===== src/rtl/mux_sel_arbiter_pkg.sv =====
// Shared types and constants for the two-channel burst arbiter.
package mux_sel_arbiter_pkg;

    typedef enum logic [1:0] {
        ST_IDLE = 2'b00,
        ST_GNT0 = 2'b01,
        ST_GNT1 = 2'b10
    } arb_state_t;

    localparam int unsigned MAX_BURST_LEN = 255;

    // Burst counter width: max(1, clog2(burst_len)).
    function automatic int unsigned cnt_width(input int unsigned burst_len);
        return (burst_len > 1) ? $clog2(burst_len) : 1;
    endfunction

endpackage


===== src/rtl/mux_sel_arbiter_if.sv =====
// Request/grant/handshake bundle between the sources, the consumer and the arbiter.
interface mux_sel_arbiter_if;

    logic req_0;
    logic req_1;
    logic out_ready;
    logic sel;
    logic gnt_0;
    logic gnt_1;
    logic ack_0;
    logic ack_1;
    logic out_valid;
    logic last_beat;

    // Sources and consumer side.
    modport master (
        output req_0, req_1, out_ready,
        input  sel, gnt_0, gnt_1, ack_0, ack_1, out_valid, last_beat
    );

    // Arbiter side.
    modport slave (
        input  req_0, req_1, out_ready,
        output sel, gnt_0, gnt_1, ack_0, ack_1, out_valid, last_beat
    );

endinterface


===== src/rtl/mux_sel_arbiter_burst_counter.sv =====
// Beat counter for the current grant; flags the final beat of a burst.
module mux_sel_arbiter_burst_counter #(
    parameter int unsigned BURST_LEN = 4,
    parameter int unsigned CNT_W     = 2
) (
    input  logic clk,
    input  logic reset_n,
    input  logic inc,
    input  logic clr,
    output logic term_c
);

    logic [CNT_W-1:0] cnt_q;

    // Clear wins over increment so a release always restarts the burst at zero.
    always_ff @(posedge clk or negedge reset_n) begin
        if (!reset_n) begin
            cnt_q <= '0;
        end else if (clr) begin
            cnt_q <= '0;
        end else if (inc) begin
            cnt_q <= cnt_q + CNT_W'(1);
        end
    end

    assign term_c = (cnt_q == CNT_W'(BURST_LEN - 1));

endmodule


===== src/rtl/mux_sel_arbiter.sv =====
// Two-channel round-robin burst arbiter driving the select of a 2:1 data mux.
module mux_sel_arbiter
    import mux_sel_arbiter_pkg::*;
#(
    parameter int unsigned BURST_LEN = 4
) (
    input  logic                  clk,
    input  logic                  reset_n,
    mux_sel_arbiter_if.slave      bus
);

    localparam int unsigned CNT_W = cnt_width(BURST_LEN);

    arb_state_t state_q, state_d;
    logic       last_q, last_d;
    logic       sel_q, sel_d;
    logic       cnt_inc, cnt_clr;
    logic       term_c;
    logic       own_c, req_own_c, req_oth_c;
    logic       out_valid_c, beat_c, release_c;

    assign own_c       = (state_q == ST_GNT1);
    assign req_own_c   = own_c ? bus.req_1 : bus.req_0;
    assign req_oth_c   = own_c ? bus.req_0 : bus.req_1;
    assign out_valid_c = ((state_q == ST_GNT0) & bus.req_0) | ((state_q == ST_GNT1) & bus.req_1);
    assign beat_c      = out_valid_c & bus.out_ready;
    assign release_c   = (beat_c & term_c) | ~req_own_c;

    mux_sel_arbiter_burst_counter #(
        .BURST_LEN (BURST_LEN),
        .CNT_W     (CNT_W)
    ) u_burst_counter (
        .clk     (clk),
        .reset_n (reset_n),
        .inc     (cnt_inc),
        .clr     (cnt_clr),
        .term_c  (term_c)
    );

    // State, last-served pointer and mux select registers.
    always_ff @(posedge clk or negedge reset_n) begin
        if (!reset_n) begin
            state_q <= ST_IDLE;
            last_q  <= 1'b1;
            sel_q   <= 1'b0;
        end else begin
            state_q <= state_d;
            last_q  <= last_d;
            sel_q   <= sel_d;
        end
    end

    // Grant selection: round-robin on ties, handover without bubbles on release.
    always_comb begin
        state_d = state_q;
        last_d  = last_q;
        sel_d   = sel_q;
        cnt_inc = 1'b0;
        cnt_clr = 1'b0;
        case (state_q)
            ST_IDLE: begin
                cnt_clr = 1'b1;
                if (bus.req_0 && bus.req_1) begin
                    state_d = last_q ? ST_GNT0 : ST_GNT1;
                end else if (bus.req_0) begin
                    state_d = ST_GNT0;
                end else if (bus.req_1) begin
                    state_d = ST_GNT1;
                end
            end
            ST_GNT0, ST_GNT1: begin
                if (release_c) begin
                    cnt_clr = 1'b1;
                    last_d  = own_c;
                    if (req_oth_c) begin
                        state_d = own_c ? ST_GNT0 : ST_GNT1;
                    end else if (req_own_c) begin
                        state_d = state_q;
                    end else begin
                        state_d = ST_IDLE;
                    end
                end else begin
                    cnt_inc = beat_c;
                end
            end
            default: begin
                state_d = ST_IDLE;
                cnt_clr = 1'b1;
            end
        endcase
        if (state_d == ST_GNT0) begin
            sel_d = 1'b0;
        end else if (state_d == ST_GNT1) begin
            sel_d = 1'b1;
        end
    end

    assign bus.sel       = sel_q;
    assign bus.gnt_0     = (state_q == ST_GNT0);
    assign bus.gnt_1     = (state_q == ST_GNT1);
    assign bus.ack_0     = (state_q == ST_GNT0) & bus.out_ready;
    assign bus.ack_1     = (state_q == ST_GNT1) & bus.out_ready;
    assign bus.out_valid = out_valid_c;
    assign bus.last_beat = out_valid_c & term_c;

endmodule

===== src/flat_wrapper.sv =====
// flat-port wrapper written by rule: the top's interface ports become plain ports
module mux_sel_arbiter_flat import mux_sel_arbiter_pkg::*;
#(
    parameter int unsigned BURST_LEN = 4
)
  (clk, reset_n, bus_req_0, bus_req_1, bus_out_ready, bus_sel, bus_gnt_0, bus_gnt_1, bus_ack_0, bus_ack_1, bus_out_valid, bus_last_beat);
  mux_sel_arbiter_if bus_i ();
  input  logic clk;
  input  logic reset_n;
  input wire logic [$bits(bus_i.req_0)-1:0] bus_req_0;
  input wire logic [$bits(bus_i.req_1)-1:0] bus_req_1;
  input wire logic [$bits(bus_i.out_ready)-1:0] bus_out_ready;
  output wire logic [$bits(bus_i.sel)-1:0] bus_sel;
  output wire logic [$bits(bus_i.gnt_0)-1:0] bus_gnt_0;
  output wire logic [$bits(bus_i.gnt_1)-1:0] bus_gnt_1;
  output wire logic [$bits(bus_i.ack_0)-1:0] bus_ack_0;
  output wire logic [$bits(bus_i.ack_1)-1:0] bus_ack_1;
  output wire logic [$bits(bus_i.out_valid)-1:0] bus_out_valid;
  output wire logic [$bits(bus_i.last_beat)-1:0] bus_last_beat;
  assign bus_i.req_0 = bus_req_0;
  assign bus_i.req_1 = bus_req_1;
  assign bus_i.out_ready = bus_out_ready;
  assign bus_sel = bus_i.sel;
  assign bus_gnt_0 = bus_i.gnt_0;
  assign bus_gnt_1 = bus_i.gnt_1;
  assign bus_ack_0 = bus_i.ack_0;
  assign bus_ack_1 = bus_i.ack_1;
  assign bus_out_valid = bus_i.out_valid;
  assign bus_last_beat = bus_i.last_beat;
  mux_sel_arbiter #(.BURST_LEN(BURST_LEN)) u_core (.clk(clk), .reset_n(reset_n), .bus(bus_i));
endmodule

===== config.mk =====
export PLATFORM = sky130hd
export DESIGN_NAME = mux_sel_arbiter_flat
export DESIGN_NICKNAME = d
export VERILOG_FILES = /design/src/rtl/mux_sel_arbiter_pkg.sv /design/src/rtl/mux_sel_arbiter_if.sv /design/src/rtl/mux_sel_arbiter_burst_counter.sv /design/src/rtl/mux_sel_arbiter.sv /design/src/flat_wrapper.sv
export SDC_FILE = /design/constraint.sdc
export NUM_CORES = 1
export LEC_CHECK = 0
export BUFFER_PORTS_ARGS = -buffer_cell sky130_fd_sc_hd__buf_2
export CAP_MARGIN = 5
export CORE_AREA = 3 3 40 42
export DETAILED_ROUTE_END_ITERATION = 6
export DIE_AREA = 0 0 43 45
export GPL_TIMING_DRIVEN = 0
export HOLD_SLACK_MARGIN = 0.05
export SYNTH_ARGS = -nofsm -noshare
export SYNTH_HDL_FRONTEND = slang
export SYNTH_SLANG_ARGS = --single-unit

===== constraint.sdc =====
create_clock -name clk -period 3.8 [get_ports clk]
set_input_delay 0.76 -clock clk [delete_from_list [all_inputs] [get_ports clk]]
set_output_delay 0.76 -clock clk [all_outputs]
set_load 0.02 [all_outputs]

-- Word level (Yosys, flattened, before mapping)
Index checks and enable logic that the tools add are counted.
- equal/unequal tests: 5
- reduce and logical (&&, ||, !) cells: 6
- mux-type cells: 19
- add/sub/neg operators: 1
- bitwise operators: 10
- operator list (cell ; number):
    2-bit two-way mux ; 10
    1-bit two-way mux ; 8
    1-bit AND ; 7
    2-bit equality test, second input constant ; 3
    2-bit by 1-bit equality test with 1-bit output, second input constant ; 2
    2-bit case mux with 2 select lines ; 1
    2-bit nonzero test ; 2
    2-bit by 1-bit adder with 2-bit output, second input constant ; 1
    2-bit logical NOT ; 1
    1-bit bitwise OR ; 2
    2-bit AND reduction ; 1
    2-bit OR reduction ; 1
    1-bit logical AND ; 1
    1-bit inverter ; 1
- bits in registers: 6
- output and inout port bits: 7
- input bits: 5
- logic and storage cells: 45

-- Logic depth before layout (Yosys ltp)
- depth in word-level cells: 11
- depth in mapped cells: 9
- depth with buffers taken out: 9

-- Modules after synthesis
From an unflattened synthesis, not the netlist that was laid out.
- cell total of the unflattened synthesis: 54
- area, all modules: 471.7 um^2
- modules (own cells, without submodules) (module ; instances ; area an instance (um^2) ; cells each ; sequential area each (um^2)):
    mux_sel_arbiter ; 1 ; 382.9 ; 47 ; 101.3
    mux_sel_arbiter_burst_counter ; 1 ; 88.8 ; 7 ; 50.0

-- Worst setup path before layout
No wires, ideal clock.
- path kind: register to output
- from: reg u_core.state_q[0]
- to: out bus_last_beat
- stages on the path, launching flop included: 5
- buffers on the path: 0
- data required time: 3.040 ns
- path slack: 1.613 ns
- data arrival time: 1.427 ns
- cells stage by stage: dfrtp_1 inv_1 ha_1 a22o_2 and2_1
- longest elaborated chain between the ends: 4
- elaborated cells between the ends (all ways): 6
- ends and longest elaborated chain (item ; line ; source):
    start, declared ; mux_sel_arbiter.sv:14 ; arb_state_t state_q, state_d;
    start signal, assigned ; mux_sel_arbiter.sv:47 ; state_q <= state_d;
    2-bit equality test ; - ;
    net bus_gnt_1 ; flat_wrapper.sv:15 ; output wire logic [$bits(bus_i.gnt_1)-1:0] bus_gnt_1;
    1-bit AND ; mux_sel_arbiter.sv:25 ; assign out_valid_c = ((state_q == ST_GNT0) & bus.req_0) | ((state_q == ST_GNT1) & bus.req_1);
    1-bit bitwise OR ; mux_sel_arbiter.sv:25 ;
    net bus_out_valid ; flat_wrapper.sv:18 ; output wire logic [$bits(bus_i.out_valid)-1:0] bus_out_valid;
    1-bit AND ; mux_sel_arbiter.sv:104 ; assign bus.last_beat = out_valid_c & term_c;
    end, declared ; flat_wrapper.sv:19 ; output wire logic [$bits(bus_i.last_beat)-1:0] bus_last_beat;
The timed path passes the listed nets, and every way through them passes these cells.

-- Final worst setup path
- from: reg u_core.state_q[0]
- to: out bus_last_beat
- longest elaborated chain between the ends: 4
- elaborated cells between the ends (all ways): 6
- ends and longest elaborated chain (item ; line):
    2-bit by 1-bit equality test with 1-bit output / 2-bit equality test (equally long branches) ; mux_sel_arbiter.sv:25
    1-bit AND ; mux_sel_arbiter.sv:25
    1-bit bitwise OR * ; mux_sel_arbiter.sv:25
    1-bit AND * ; mux_sel_arbiter.sv:104
Every way passes the cells marked *; elsewhere a longest branch is shown, timed or not.

==> flow_summary.ini <==
[outcome]
run_status = complete, no violations

[route]
maxUsedRoutingLayer = met3
wl_um = 890
m1WireLength_um = 425
drt_pre_antenna_iters = 2
drt_iter0_markers = 2
num_vias = 396
drt-vias-per-instance = 4.89
detail-route-antenna-nets = 0
route.met2.wl_um = 411
drt-wirelength-per-cell_um = 11.0
routed-wl-met3_um = 54
drcViolationCount = 0

[worst_setup_path]
kind_of_critical_path = flop to output port
reg2reg_to = u_core.bus.sel
reg2regPathDepth = 9
worst_path_dominant_cell_family = flip-flops
worst_ep_required_time_ps = 3040
critPathMaxStageDelay_ps = 440
cp-end-kind = output port
setup.worst_path.start_class = flop
slowest_stage = dfrtp_1
r2r-start = u_core.state_q[0]
arrival_time_at_the_worst_endpoint_ps = 1680
crit_path_cell_trace = inv_1 > ha_1 > a22o_2 > and2_1 > buf_2
crit_fanout = 8
reg2reg_slack_ps = 1630
critical_path.n_buffers_inverters = 2

[floorplan]
initial_utilization_pct = 37.4
placeableCoreArea_um2 = 1280
rows = 13
die_height_um = 45
top_level_ports = 12
dieWidth_um = 43
floorplan.die_area_um2 = 1940

[worst_hold_path]
hold_crit_path_type = input port to async pin

[timing]
timing.setup.tns_ps = 0
worst-slew-pin-transition_ps = 302
worst_hold_slack_ps = 329
report.final.hold_viol_count = 0
finalWorstPathRequiredPeriod_ps = 2440
report.final.slew_viol_count = 0
grt_setup_unrepaired = false
min_period_over_period_pct = 64.1
highest_clock_rate_mhz = 411
finalClockSkew_ps = 6.21
slew-limit-headroom_pct = 79.9
worst_slack_ps = 1360
setup_viol = 0

[global_routing]
largest_net_degree_at_the_start_of_global_routing = 9
initial_antenna_violation_count = 0
first_global_vias = 377
global_route.usage.total_pct = 10.8
grt_first_pass_wirelength_um = 1580
grt_overflow_total = 0

[final_layout]
layout.nets = 78
insertedDiodeCount = 0
final-instance-count-excl-fill = 81
mostFrequentLayoutCell = buf_2
drive_above_1_share_pct = 33.3
area_growth_from_synthesis_to_layout_pct = 20.8
final_cell_mix = buf_2, ha_1, nand2_1, dfrtp_1

[pwr]
powerDensity_nw_per_um2 = 761
power_leakage_nw = 0.288
finalPower_mw = 0.442
max-vdd-ir-drop_mv = 0.380

[placed_design]
dp_hpwl_um = 699
placement.setup.worst_slack_ps = 1530
place.gp.congestion = 0.674
port-buffer-count = 11
placed_cells_incl_taps = 77

[yosys]
synth_cell_types = 24
synth.cell_area_um2 = 480
synth_seq_cells = 6
synth.net_count = 62
synth.yosys.seq_area_share_pct = 31.5
synth_area_per_cell_um2 = 9.42
yosys_warnings = 0
synthesis.instances = 51

[clocking]
cts-buffers-inserted = 3
clock-sinks = 6
clock_path_buffers = 2
cts.reportedPaths.clkPinSlew_ps = 50
cts_setup_buffers = 0
post_cts_resized = 0
clock_tree.root_cell = clkbuf_4
worst_skew_pair.late_latency_ps = 240
postCtsHoldBufs = 0
clock_tree_from_tritoncts = yes
htree_levels = 1

[flow_run]
timing.max_cap.violations = 0
cells in the mapped netlist (all sizes together):
cell	count	area share [%]
a21o	1	1.8
xor2	1	1.8
nand3	2	2.1
nor2	2	1.6
dfstp	1	5.5
o21a	1	1.6
and2	3	3.9
nand2	6	5.2
a21oi	3	3.1
nor2b	2	2.6
mux2	1	3.1
inv	2	1.6
or3b	1	1.8
nand2b	3	3.9
o22ai	1	1.3
o21ai	4	4.2
dfrtp	5	26
a22o	2	4.2
nand3b	1	1.6
ha	6	16
a32oi	1	3.4
mux2i	2	4.2
flip-flops by register name, indices dropped and copies added, names as in the netlist:
register / flops
u_core.state_q: 2
u_core.bus.sel: 1
u_core.u_burst_counter.cnt_q: 2
u_core.last_q: 1
report_power, final:
part / internal (mW) / leakage, nW / switching (mW) / total, mW
logic: 0.119 / 0.198 / 0.147 / 0.266
clock network: 0.0397 / 0.0150 / 0.0225 / 0.0622
registers: 0.0909 / 0.0747 / 0.0224 / 0.113
total: 0.250 / 0.288 / 0.192 / 0.442
stage by stage:
| step | util (%) | instance area, µm² |
|---|---|---|
| global placement | 43.1 | 554 |
| finish | 45.2 | 581 |
| floorplan | - | 480 |
| global route | 45.2 | 581 |
| detailed placement | 43.1 | 554 |
| CTS | 45.2 | 581 |
worst max-delay path by stage:
stage                     slack [ps]              start             end  depth (start not counted)
after floorplan                 1610  u_core.state_q[0]   bus_last_beat                          4
after global placement          1520          bus_req_0  u_core.bus.sel                          8
after detailed placement        1530          bus_req_1   bus_last_beat                          4
after CTS                       1340  u_core.state_q[0]   bus_last_beat                          5
after global routing            1250  u_core.state_q[0]   bus_last_beat                          5
final                           1360  u_core.state_q[0]   bus_last_beat                          5
layer usage:
metal | up-vias | track usage [%]
li1 | 209 | -
met1 | 178 | 13.0
met2 | 9 | 18.3
met3 | 0 | 3.59
met4 | 0 | 3.61
met5 | - | 0
kinds of logic (layout without fill, tap and decap cells):
logic type      count (synthesis)  count (layout)  synth area share [%]
compound gates                 13              13                  19.5
xor+xnor                        1               1                  1.82
fa+ha+maj                       6               6                  15.6
buf+inv                         2              17                  1.56
flops                           6               6                  31.5
mux                             3               3                  7.29
simple gates                   20              20                  22.7
layout make-up:
class / instances / area (µm²)
inverters: 2 / 7.51
repair buffers: 11 / 55.1
flip-flops and latches: 6 / 151
well taps: 15 / 18.8
fillers: 141 / 704
multi-input cells: 43 / 322
clock buffers: 4 / 26.3
(Power assumes the default switching activity.)
